`src/rtl/mips_pkg.sv`:
```
// Shared MIPS datapath constants: mult/div op encodings, FSM states, iteration count.
package mips_pkg;

  localparam logic [2:0] MD_MULT  = 3'b000;
  localparam logic [2:0] MD_MULTU = 3'b001;
  localparam logic [2:0] MD_DIV   = 3'b010;
  localparam logic [2:0] MD_DIVU  = 3'b011;
  localparam logic [2:0] MD_MTHI  = 3'b100;
  localparam logic [2:0] MD_MTLO  = 3'b101;

  localparam logic [1:0] MD_IDLE  = 2'd0;
  localparam logic [1:0] MD_CALC  = 2'd1;
  localparam logic [1:0] MD_FIXUP = 2'd2;

  localparam int MD_ITER = 32;

endpackage

```
`src/rtl/mult_div_unit.sv`:
```
// Iterative multiply/divide unit holding HI/LO. Shift-add multiply and restoring
// divide share one 64-bit accumulator; signs are stripped on entry and restored in FIXUP.
module mult_div_unit
  import mips_pkg::*;
(
  input  logic        Clk,
  input  logic        Reset,
  input  logic        Start,
  input  logic [2:0]  MDctrl,
  input  logic [31:0] Read_Data_1,
  input  logic [31:0] Alu_Src_Output,
  output logic [31:0] Hi,
  output logic [31:0] Lo,
  output logic        Busy,
  output logic        Done
);

  logic [1:0]  state_q, state_d;
  logic [5:0]  cnt_q, cnt_d;
  logic [63:0] acc_q, acc_d;
  logic [31:0] opnd_q, opnd_d;
  logic [31:0] orig_q, orig_d;
  logic        is_div_q, is_div_d;
  logic        neg_res_q, neg_res_d;
  logic        neg_rem_q, neg_rem_d;
  logic        dz_q, dz_d;
  logic [31:0] hi_q, hi_d;
  logic [31:0] lo_q, lo_d;
  logic        busy_q, busy_d;
  logic        done_q, done_d;

  logic        sgn_op;
  logic [31:0] abs_a, abs_b;
  logic [32:0] madd;
  logic [32:0] rem_sh, rem_sub;
  logic        rem_ge;
  logic [63:0] prod;
  logic [31:0] quo, rem;

  assign sgn_op = ~MDctrl[0];
  assign abs_a  = (sgn_op && Read_Data_1[31])    ? -Read_Data_1    : Read_Data_1;
  assign abs_b  = (sgn_op && Alu_Src_Output[31]) ? -Alu_Src_Output : Alu_Src_Output;

  // Multiply: acc = {partial product, remaining multiplier bits}; carry rides in bit 32.
  assign madd = {1'b0, acc_q[63:32]} + {1'b0, (acc_q[0] ? opnd_q : 32'd0)};

  // Divide: acc = {partial remainder, dividend bits / quotient bits shifted in}.
  assign rem_sh  = acc_q[63:31];
  assign rem_sub = rem_sh - {1'b0, opnd_q};
  assign rem_ge  = (rem_sh >= {1'b0, opnd_q});

  assign prod = neg_res_q ? -acc_q : acc_q;
  assign quo  = neg_res_q ? -acc_q[31:0]  : acc_q[31:0];
  assign rem  = neg_rem_q ? -acc_q[63:32] : acc_q[63:32];

  always_comb begin
    state_d   = state_q;
    cnt_d     = cnt_q;
    acc_d     = acc_q;
    opnd_d    = opnd_q;
    orig_d    = orig_q;
    is_div_d  = is_div_q;
    neg_res_d = neg_res_q;
    neg_rem_d = neg_rem_q;
    dz_d      = dz_q;
    hi_d      = hi_q;
    lo_d      = lo_q;
    busy_d    = busy_q;
    done_d    = 1'b0;
    case (state_q)
      MD_IDLE: begin
        if (Start) begin
          case (MDctrl)
            MD_MULT, MD_MULTU, MD_DIV, MD_DIVU: begin
              state_d   = MD_CALC;
              cnt_d     = 6'd0;
              busy_d    = 1'b1;
              is_div_d  = MDctrl[1];
              acc_d     = MDctrl[1] ? {32'd0, abs_a} : {32'd0, abs_b};
              opnd_d    = MDctrl[1] ? abs_b : abs_a;
              orig_d    = Read_Data_1;
              neg_res_d = sgn_op & (Read_Data_1[31] ^ Alu_Src_Output[31]);
              neg_rem_d = sgn_op & Read_Data_1[31];
              dz_d      = (Alu_Src_Output == 32'd0);
            end
            MD_MTHI: hi_d = Read_Data_1;
            MD_MTLO: lo_d = Read_Data_1;
            default: ;
          endcase
        end
      end
      MD_CALC: begin
        if (is_div_q)
          acc_d = rem_ge ? {rem_sub[31:0], acc_q[30:0], 1'b1}
                         : {rem_sh[31:0],  acc_q[30:0], 1'b0};
        else
          acc_d = {madd, acc_q[31:1]};
        cnt_d = cnt_q + 6'd1;
        if (cnt_q == 6'(MD_ITER - 1))
          state_d = MD_FIXUP;
      end
      MD_FIXUP: begin
        state_d = MD_IDLE;
        busy_d  = 1'b0;
        done_d  = 1'b1;
        if (!is_div_q) begin
          hi_d = prod[63:32];
          lo_d = prod[31:0];
        end else if (dz_q) begin
          hi_d = orig_q;
          lo_d = 32'hFFFF_FFFF;
        end else begin
          hi_d = rem;
          lo_d = quo;
        end
      end
      default: state_d = MD_IDLE;
    endcase
  end

  always_ff @(posedge Clk or posedge Reset) begin
    if (Reset) begin
      state_q   <= MD_IDLE;
      cnt_q     <= 6'd0;
      acc_q     <= 64'd0;
      opnd_q    <= 32'd0;
      orig_q    <= 32'd0;
      is_div_q  <= 1'b0;
      neg_res_q <= 1'b0;
      neg_rem_q <= 1'b0;
      dz_q      <= 1'b0;
      hi_q      <= 32'd0;
      lo_q      <= 32'd0;
      busy_q    <= 1'b0;
      done_q    <= 1'b0;
    end else begin
      state_q   <= state_d;
      cnt_q     <= cnt_d;
      acc_q     <= acc_d;
      opnd_q    <= opnd_d;
      orig_q    <= orig_d;
      is_div_q  <= is_div_d;
      neg_res_q <= neg_res_d;
      neg_rem_q <= neg_rem_d;
      dz_q      <= dz_d;
      hi_q      <= hi_d;
      lo_q      <= lo_d;
      busy_q    <= busy_d;
      done_q    <= done_d;
    end
  end

  assign Hi   = hi_q;
  assign Lo   = lo_q;
  assign Busy = busy_q;
  assign Done = done_q;

  // Illegal ops are dropped by the FSM; flag them loudly in simulation.
  a_illegal_op: assert property (@(posedge Clk) disable iff (Reset)
    !(Start && state_q == MD_IDLE && MDctrl[2:1] == 2'b11))
    else $error("mult_div_unit: illegal MDctrl %b with Start", MDctrl);

endmodule
```
`config.mk`:
```
export PLATFORM = sky130hd
export DESIGN_NAME = mult_div_unit
export DESIGN_NICKNAME = d
export VERILOG_FILES = /design/src/rtl/mips_pkg.sv /design/src/rtl/mult_div_unit.sv
export SDC_FILE = /design/constraint.sdc
export NUM_CORES = 1
export LEC_CHECK = 0
export BUFFER_PORTS_ARGS = -buffer_cell sky130_fd_sc_hd__buf_2
export CORE_MARGIN = 2
export CORE_UTILIZATION = 56
export DETAILED_ROUTE_END_ITERATION = 12
export GPL_TIMING_DRIVEN = 1
export PLACE_DENSITY = 0.78
export SYNTH_ARGS = -nofsm -noshare
export SYNTH_HDL_FRONTEND = slang
export SYNTH_SLANG_ARGS = --single-unit
```
`constraint.sdc`:
```
create_clock -name Clk -period 6.2 [get_ports Clk]
set_input_delay 0.62 -clock Clk [delete_from_list [all_inputs] [get_ports Clk]]
set_output_delay 0.62 -clock Clk [all_outputs]
set_load 0.03 [all_outputs]
```
==> out/results.txt, run 1 <==
endpoints failing setup = 0
Ys Warns = 0
Worst EP required = 6.60 ns
gr usage total = 0.385
Max VDD drop = 0.335 mV
Syn-to-layout area delta = 10.0%
f_max = 221 MHz
placed cells = 2581
vias in the first global route = 16200
clock tree root driver cell = clkbuf_16
CP Launch Type = flop
Power Dens Cells = 646 nW/um^2
CTS tree = yes
period utilization = 0.728
CP top delay family = compound AO/OA/AOI/OAI gates
Max Cap Viol = 0
post-cts gate resize count = 0
Max stage delay cell, worst path = a41oi_4
fraction of registers with async set/reset = 1.00
CTS max path bufs = 3
Fin Setup TNS = 0 ns
Worst Setup End Kind = flop
R2R setup slack = 1.68 ns
M1 wire length = 24300 um
hold buffers post-CTS = 0
synthesized instance count = 2189
Synth Cell Area = 17000 um^2
fin crit period = 4.52 ns
Crit path depth = 11
core area = 29700 um^2
largest net degree at the start of global routing = 96
Reg2Reg Capture Point = acc_q[42]$_DFFE_PP0P_
Detailed Routing Iterations Pass 1 = 9
Die Y = 178 um
number of top-level pins = 136
IO Port Bufs = 135
Non-Filler Instances = 2630
gr ovfl total = 0
Core Rows = 63
Net count, final = 2360
Clock H-tree levels = 1
CP max FO = 29
top cell type's share of synthesized area = 0.304
total wire length = 62100 um
R2R cell count = 11
Starting Density = 0.571
Reg clk slew, reported paths = 0.07 ns
Clock Sinks = 206
FF-to-FF Start = acc_q[32]$_DFFE_PP0P_
width of the chip = 178 um
DR vias/cell = 6.70
WP data arrival = 4.92 ns
critical path class = reg2reg
crit-path max cell delay = 1.08 ns
Worst Hold Class = in2async
Pleak = 8.10 nW
critical path's most frequent cell = o21ai_0
WP buf/inv = 1
Worst setup endpoint = acc_q[42]$_DFFE_PP0P_
routability congestion estimate from global placement = 0.996
CTS buffer count = 26
Worst Max-Slew Pin Slew = 1.30 ns
final-report hold violation count = 0
Worst Setup SP = acc_q[32]$_DFFE_PP0P_
Slew Limit Fails = 0
Unique masters post-synth = 78
metal2 WL = 28000 um
dominant cell type by area after synthesis = dfrtp_1
filler instances = 2631
Post-CTS Setup Repair Bufs = 0
clk_lat worst skew = 0.55 ns
register area share after synthesis = 0.304
pre-CTS WS = 1.85 ns
initial antenna violation count = 3
RSZ-0062 raised after global routing = false
syn nets = 2330
# DRC = 0
top layer in use = met5
Setup Skew = 0.0274 ns
Setup WS post-layout = 1.68 ns
top cells by instance count after synthesis = 314 x nand2_1, 236 x o21ai_0, 206 x dfrtp_1, 174 x nor2_1, 157 x a21oi_1
routed wl met3 = 6070 um
status = finished clean
most frequent cell after synthesis = nand2_1
syn_area_per_cell = 7.75 um^2
share of layout cells above drive strength 1 = 0.109
#FFs+latches synth = 206
number of enable flip-flop cells after synthesis = 0
relative slew slack = 0.133
Synth Flop Type = dfrtp_1
global-route wire length before repair = 93900 um
post-DP HPWL = 45900 um
crit-path cells = ha_1, nor2b_1, o31a_1, o21ai_0, o211ai_1, a21oi_1, o21ai_1, a41oi_4, buf_4, mux2i_1, o21ai_0
DRT iter0 DRCs = 2030
wire per inst = 23.6 um
Die Area = 31700 um^2
dominant cells by area after synthesis = dfrtp_1 30%, o21ai_0 7.0%, nand2_1 6.9%, ha_1 5.1%, xnor2_1 4.8%
post-route ant nets = 0
Vias = 17600
## kinds of logic after synthesis
kind of cell,after synthesis,share of synthesized area
simple gates,732,0.199
xor+xnor,172,0.0888
fa+ha+maj,71,0.0533
flops,206,0.304
mux,80,0.0477
buf+inv,228,0.0533
compound gates,700,0.254
## per-stage QoR
stage	hold slack (ns)	util	cell area [um^2]	power, mW
finish	0.149	0.628	18700	12.1
detailed placement	0.462	0.597	17700	10.2
CTS	0.158	0.628	18700	11.9
global route	0.182	0.628	18700	12.9
global placement	0.452	0.597	17700	10.1
floorplan	0.440	-	17000	8.18
## flip-flops by register name, indices dropped and copies added (netlist names)
name,flops
Busy,1
Done,1
Hi,32
Lo,32
acc_q,64
cnt_q,6
dz_q,1
is_div_q,1
neg_rem_q,1
neg_res_q,1
opnd_q,32
orig_q,32
state_q,2
## how the worst min path moves through the flow
stage | to | slack [ns] | cells past startpoint
after CTS | orig_q[25]$_DFFE_PP0P_ | 0.16 | 2
after detailed placement | Lo[12]$_DFFE_PP0P_ | 0.46 | 1
after global placement | orig_q[5]$_DFFE_PP0P_ | 0.45 | 2
after global routing | orig_q[15]$_DFFE_PP0P_ | 0.18 | 2
final | Hi[22]$_DFFE_PP0P_ | 0.15 | 2
after floorplan | orig_q[20]$_DFFE_PP0P_ | 0.44 | 2
## layout make-up
| class | instances | area [um^2] | share of cell area |
|---|---|---|---|
| flip-flops and latches | 206 | 5160 | 0.276 |
| clock inverters | 15 | 199 | 0.0107 |
| diodes | 1 | 2.50 | 0.000134 |
| well taps | 390 | 488 | 0.0262 |
| clock buffers | 33 | 728 | 0.0390 |
| repair buffers | 162 | 878 | 0.0471 |
| inverters | 68 | 259 | 0.0139 |
| multi-input cells | 1755 | 10900 | 0.587 |
## placed cells by master (no fill, tap or decap), types with 10 or more instances in the layout
| cell type | synthesis | routed |
|---|---|---|
| a211oi_1 | 18 | 18 |
| o221ai_1 | 21 | 21 |
| xnor2_1 | 92 | 92 |
| nand2_1 | 314 | 313 |
| buf_4 | 1 | 27 |
| and3_1 | 18 | 18 |
| a21oi_1 | 157 | 157 |
| o21ai_0 | 236 | 236 |
| nor3_1 | 43 | 43 |
| nand2b_1 | 20 | 19 |
| a22oi_1 | 25 | 25 |
| a21o_1 | 26 | 26 |
| o211ai_1 | 13 | 13 |
| nor2_1 | 174 | 173 |
| xor2_1 | 80 | 80 |
| nand3_1 | 41 | 41 |
| nor2b_1 | 13 | 13 |
| o31ai_1 | 34 | 34 |
| a31oi_1 | 25 | 25 |
| o41ai_1 | 11 | 11 |
| inv_1 | 65 | 64 |
| nand4_1 | 18 | 18 |
| o22ai_1 | 38 | 38 |
| or4_1 | 10 | 10 |
| ha_1 | 69 | 69 |
| clkbuf_16 | 0 | 27 |
| dfrtp_1 | 206 | 205 |
| or3_1 | 22 | 22 |
| nor4_1 | 12 | 12 |
| mux2i_1 | 74 | 74 |
| o21ai_1 | 14 | 12 |
| buf_2 | 3 | 135 |
## report_power, final
part           switching (mW)  internal (mW)  leakage [nW]  total (mW)
sequential              0.891           2.00          2.51        2.89
combinational            4.64           2.89          5.14        7.53
clock                   0.639           1.00         0.452        1.64
total                    6.17           5.89          8.10        12.1
## metal layers
metal  track usage  up-vias
li1              -     7939
met3        0.0803      254
met5             0        -
met1         0.494     8393
met4         0.202        2
met2         0.612     1035
(Power assumes the default switching activity.)
==> inputs of run 2 (changes only) <==
- CORE_UTILIZATION: 56 -> 62
- PLACE_DENSITY: 0.78 -> 0.82
- clock period: 6.2 -> 4.5 ns (I/O delays scaled with it)
==> run 2 against run 1 <==
  * Power grew 38%
  * Flip-flop and latch count is the same
  * Non-clock buffer count grew 3
  * First-iteration DRC count grew 17%
  * Maximum frequency grew 19%
  * Critical endpoint is now acc_q[32]$_DFFE_PP0P_
  * Largest power group unchanged
  * Highest routed layer unchanged
==> out/results.txt, run 2 (synthesis results as in run 1) <==
status = finished clean
crit-path max cell delay = 0.58 ns
share of layout cells above drive strength 1 = 0.110
Pleak = 8.10 nW
Final Core Density = 0.692
Logic pwr share = 0.625
largest net degree at the start of global routing = 153
Core Rows = 60
f_max = 263 MHz
commonest non-fill, non-tap cell in the layout = nand2_1
R2R setup slack = 0.70 ns
core area = 26900 um^2
relative slew slack = 0.108
switching share of power = 0.511
# DRC = 0
final-report hold violation count = 0
Reg power frac = 0.241
period utilization = 0.845
Crit path depth = 11
global-route wire length before repair = 92600 um
Setup Skew = 0.0199 ns
CP max FO = 37
R2R cell count = 11
crit-path cells = ha_1, nor2b_1, o31a_1, o21ai_0, o211ai_1, a21oi_1, o21ai_1, a41oi_4, buf_12, mux2_2, o221ai_1
RSZ-0062 raised after global routing = false
Die Y = 169 um
clock tree root driver cell = clkbuf_16
Post-CTS Setup Repair Bufs = 0
Worst Hold Class = in2async
gr ovfl total = 0
Slew Limit Fails = 0
number of top-level pins = 136
Vias = 17700
CTS tree = yes
post-cts gate resize count = 0
Die Area = 28700 um^2
antenna cells = 0
Max VDD drop = 0.484 mV
Power Dens Cells = 893 nW/um^2
Reg2Reg Capture Point = acc_q[32]$_DFFE_PP0P_
Power Internal = 8.11 mW
Starting Density = 0.631
width of the chip = 169 um
routability congestion estimate from global placement = 1.08
CTS max path bufs = 3
Clock Power Share = 0.134
post-DP HPWL = 44000 um
clk_lat worst skew = 0.55 ns
IO Port Bufs = 135
Clock H-tree levels = 1
Worst EP required = 4.95 ns
design area = 18600 um^2
DRT iter0 DRCs = 2379
endpoints failing setup = 0
Switching Power = 8.49 mW
WP buf/inv = 1
Reg clk slew, reported paths = 0.06 ns
initial antenna violation count = 2
Syn-to-layout area delta = 9.67%
wire per inst = 23.3 um
Worst Max-Slew Pin Slew = 1.34 ns
FF-to-FF Start = acc_q[32]$_DFFE_PP0P_
Max stage delay cell, worst path = dfrtp_1
Net count, final = 2362
CP Launch Type = flop
Clock Sinks = 206
post-route ant nets = 0
max reg flops = 64
CTS buffer count = 25
Fin Setup TNS = 0 ns
DR vias/cell = 6.86
placed cell area = 17700 um^2
CP top delay family = compound AO/OA/AOI/OAI gates
Detailed Routing Iterations Pass 1 = 8
fin crit period = 3.80 ns
hold buffers post-CTS = 0
critical path class = reg2reg
vias in the first global route = 16600
most frequent cells in the layout = 313 x nand2_1, 236 x o21ai_0, 205 x dfrtp_1
Max Cap Viol = 0
gr usage total = 0.413
WP data arrival = 4.26 ns
total wire length = 60100 um
Biggest register = acc_q
Worst Setup End Kind = flop
## run 2: cell types whose count changed in the layout (fill, tap and decap cells not counted), sizes merged
cell      change
clkbuf        -4
diode         -1
bufinv        +1
buf           +3
clkinvlp      +1
## run 2: how the worst max path moves through the flow
stage	slack, ns	to	startpoint
2_1_floorplan	1.28	acc_q[55]$_DFFE_PP0P_	acc_q[0]$_DFFE_PP0P_
3_3_place_gp	0.93	acc_q[62]$_DFFE_PP0P_	acc_q[31]$_DFFE_PP0P_
3_5_place_dp	0.87	acc_q[32]$_DFFE_PP0P_	acc_q[32]$_DFFE_PP0P_
4_1_cts	0.84	acc_q[32]$_DFFE_PP0P_	acc_q[32]$_DFFE_PP0P_
5_1_grt	0.53	acc_q[32]$_DFFE_PP0P_	acc_q[32]$_DFFE_PP0P_
6_report	0.70	acc_q[32]$_DFFE_PP0P_	acc_q[32]$_DFFE_PP0P_
## run 2: layer usage
layer,up-vias,GRT usage,wire length (um),part of all wire
li1,7944,-,-,-
met4,2,0.260,4430,0.074
met2,1164,0.638,26500,0.44
met1,8321,0.524,22100,0.37
met3,272,0.0940,7020,0.12
met5,-,0,13,0.00022
## run 2: power groups by stage
stage | combinational (mW) | clock [mW] | sequential (mW)
after floorplan | 7.42 | 0 | 3.85
after global placement | 9.88 | 0 | 3.92
after detailed placement | 10.1 | 0 | 3.96
after CTS | 10.2 | 2.22 | 3.94
after global routing | 11.3 | 2.29 | 4.08
final | 10.4 | 2.23 | 4.00
## run 2: layout make-up
class	instances	area, um^2
clock buffer	29	661
inverter	68	259
sequential	206	5160
multi-input combinational	1755	10900
clock inverter	17	225
fill	2268	8280
tap	341	427
timing repair buffer	165	926
## run 2: metrics by stage
stage / cells / setup slack (ns) / hold WS (ns) / power [mW]
6_report: 2581 / 0.698 / 0.0805 / 16.6
4_1_cts: 2581 / 0.839 / 0.157 / 16.3
2_1_floorplan: 2189 / 1.28 / 0.440 / 11.3
5_1_grt: 2581 / 0.528 / 0.173 / 17.7
3_3_place_gp: 2535 / 0.927 / 0.452 / 13.8
3_5_place_dp: 2535 / 0.870 / 0.461 / 14.0
## run 2: tightest hold or removal path, delay by kind of cell
kind | cells | cell delay (ns)
buffers and inverters | 3 | 0.69
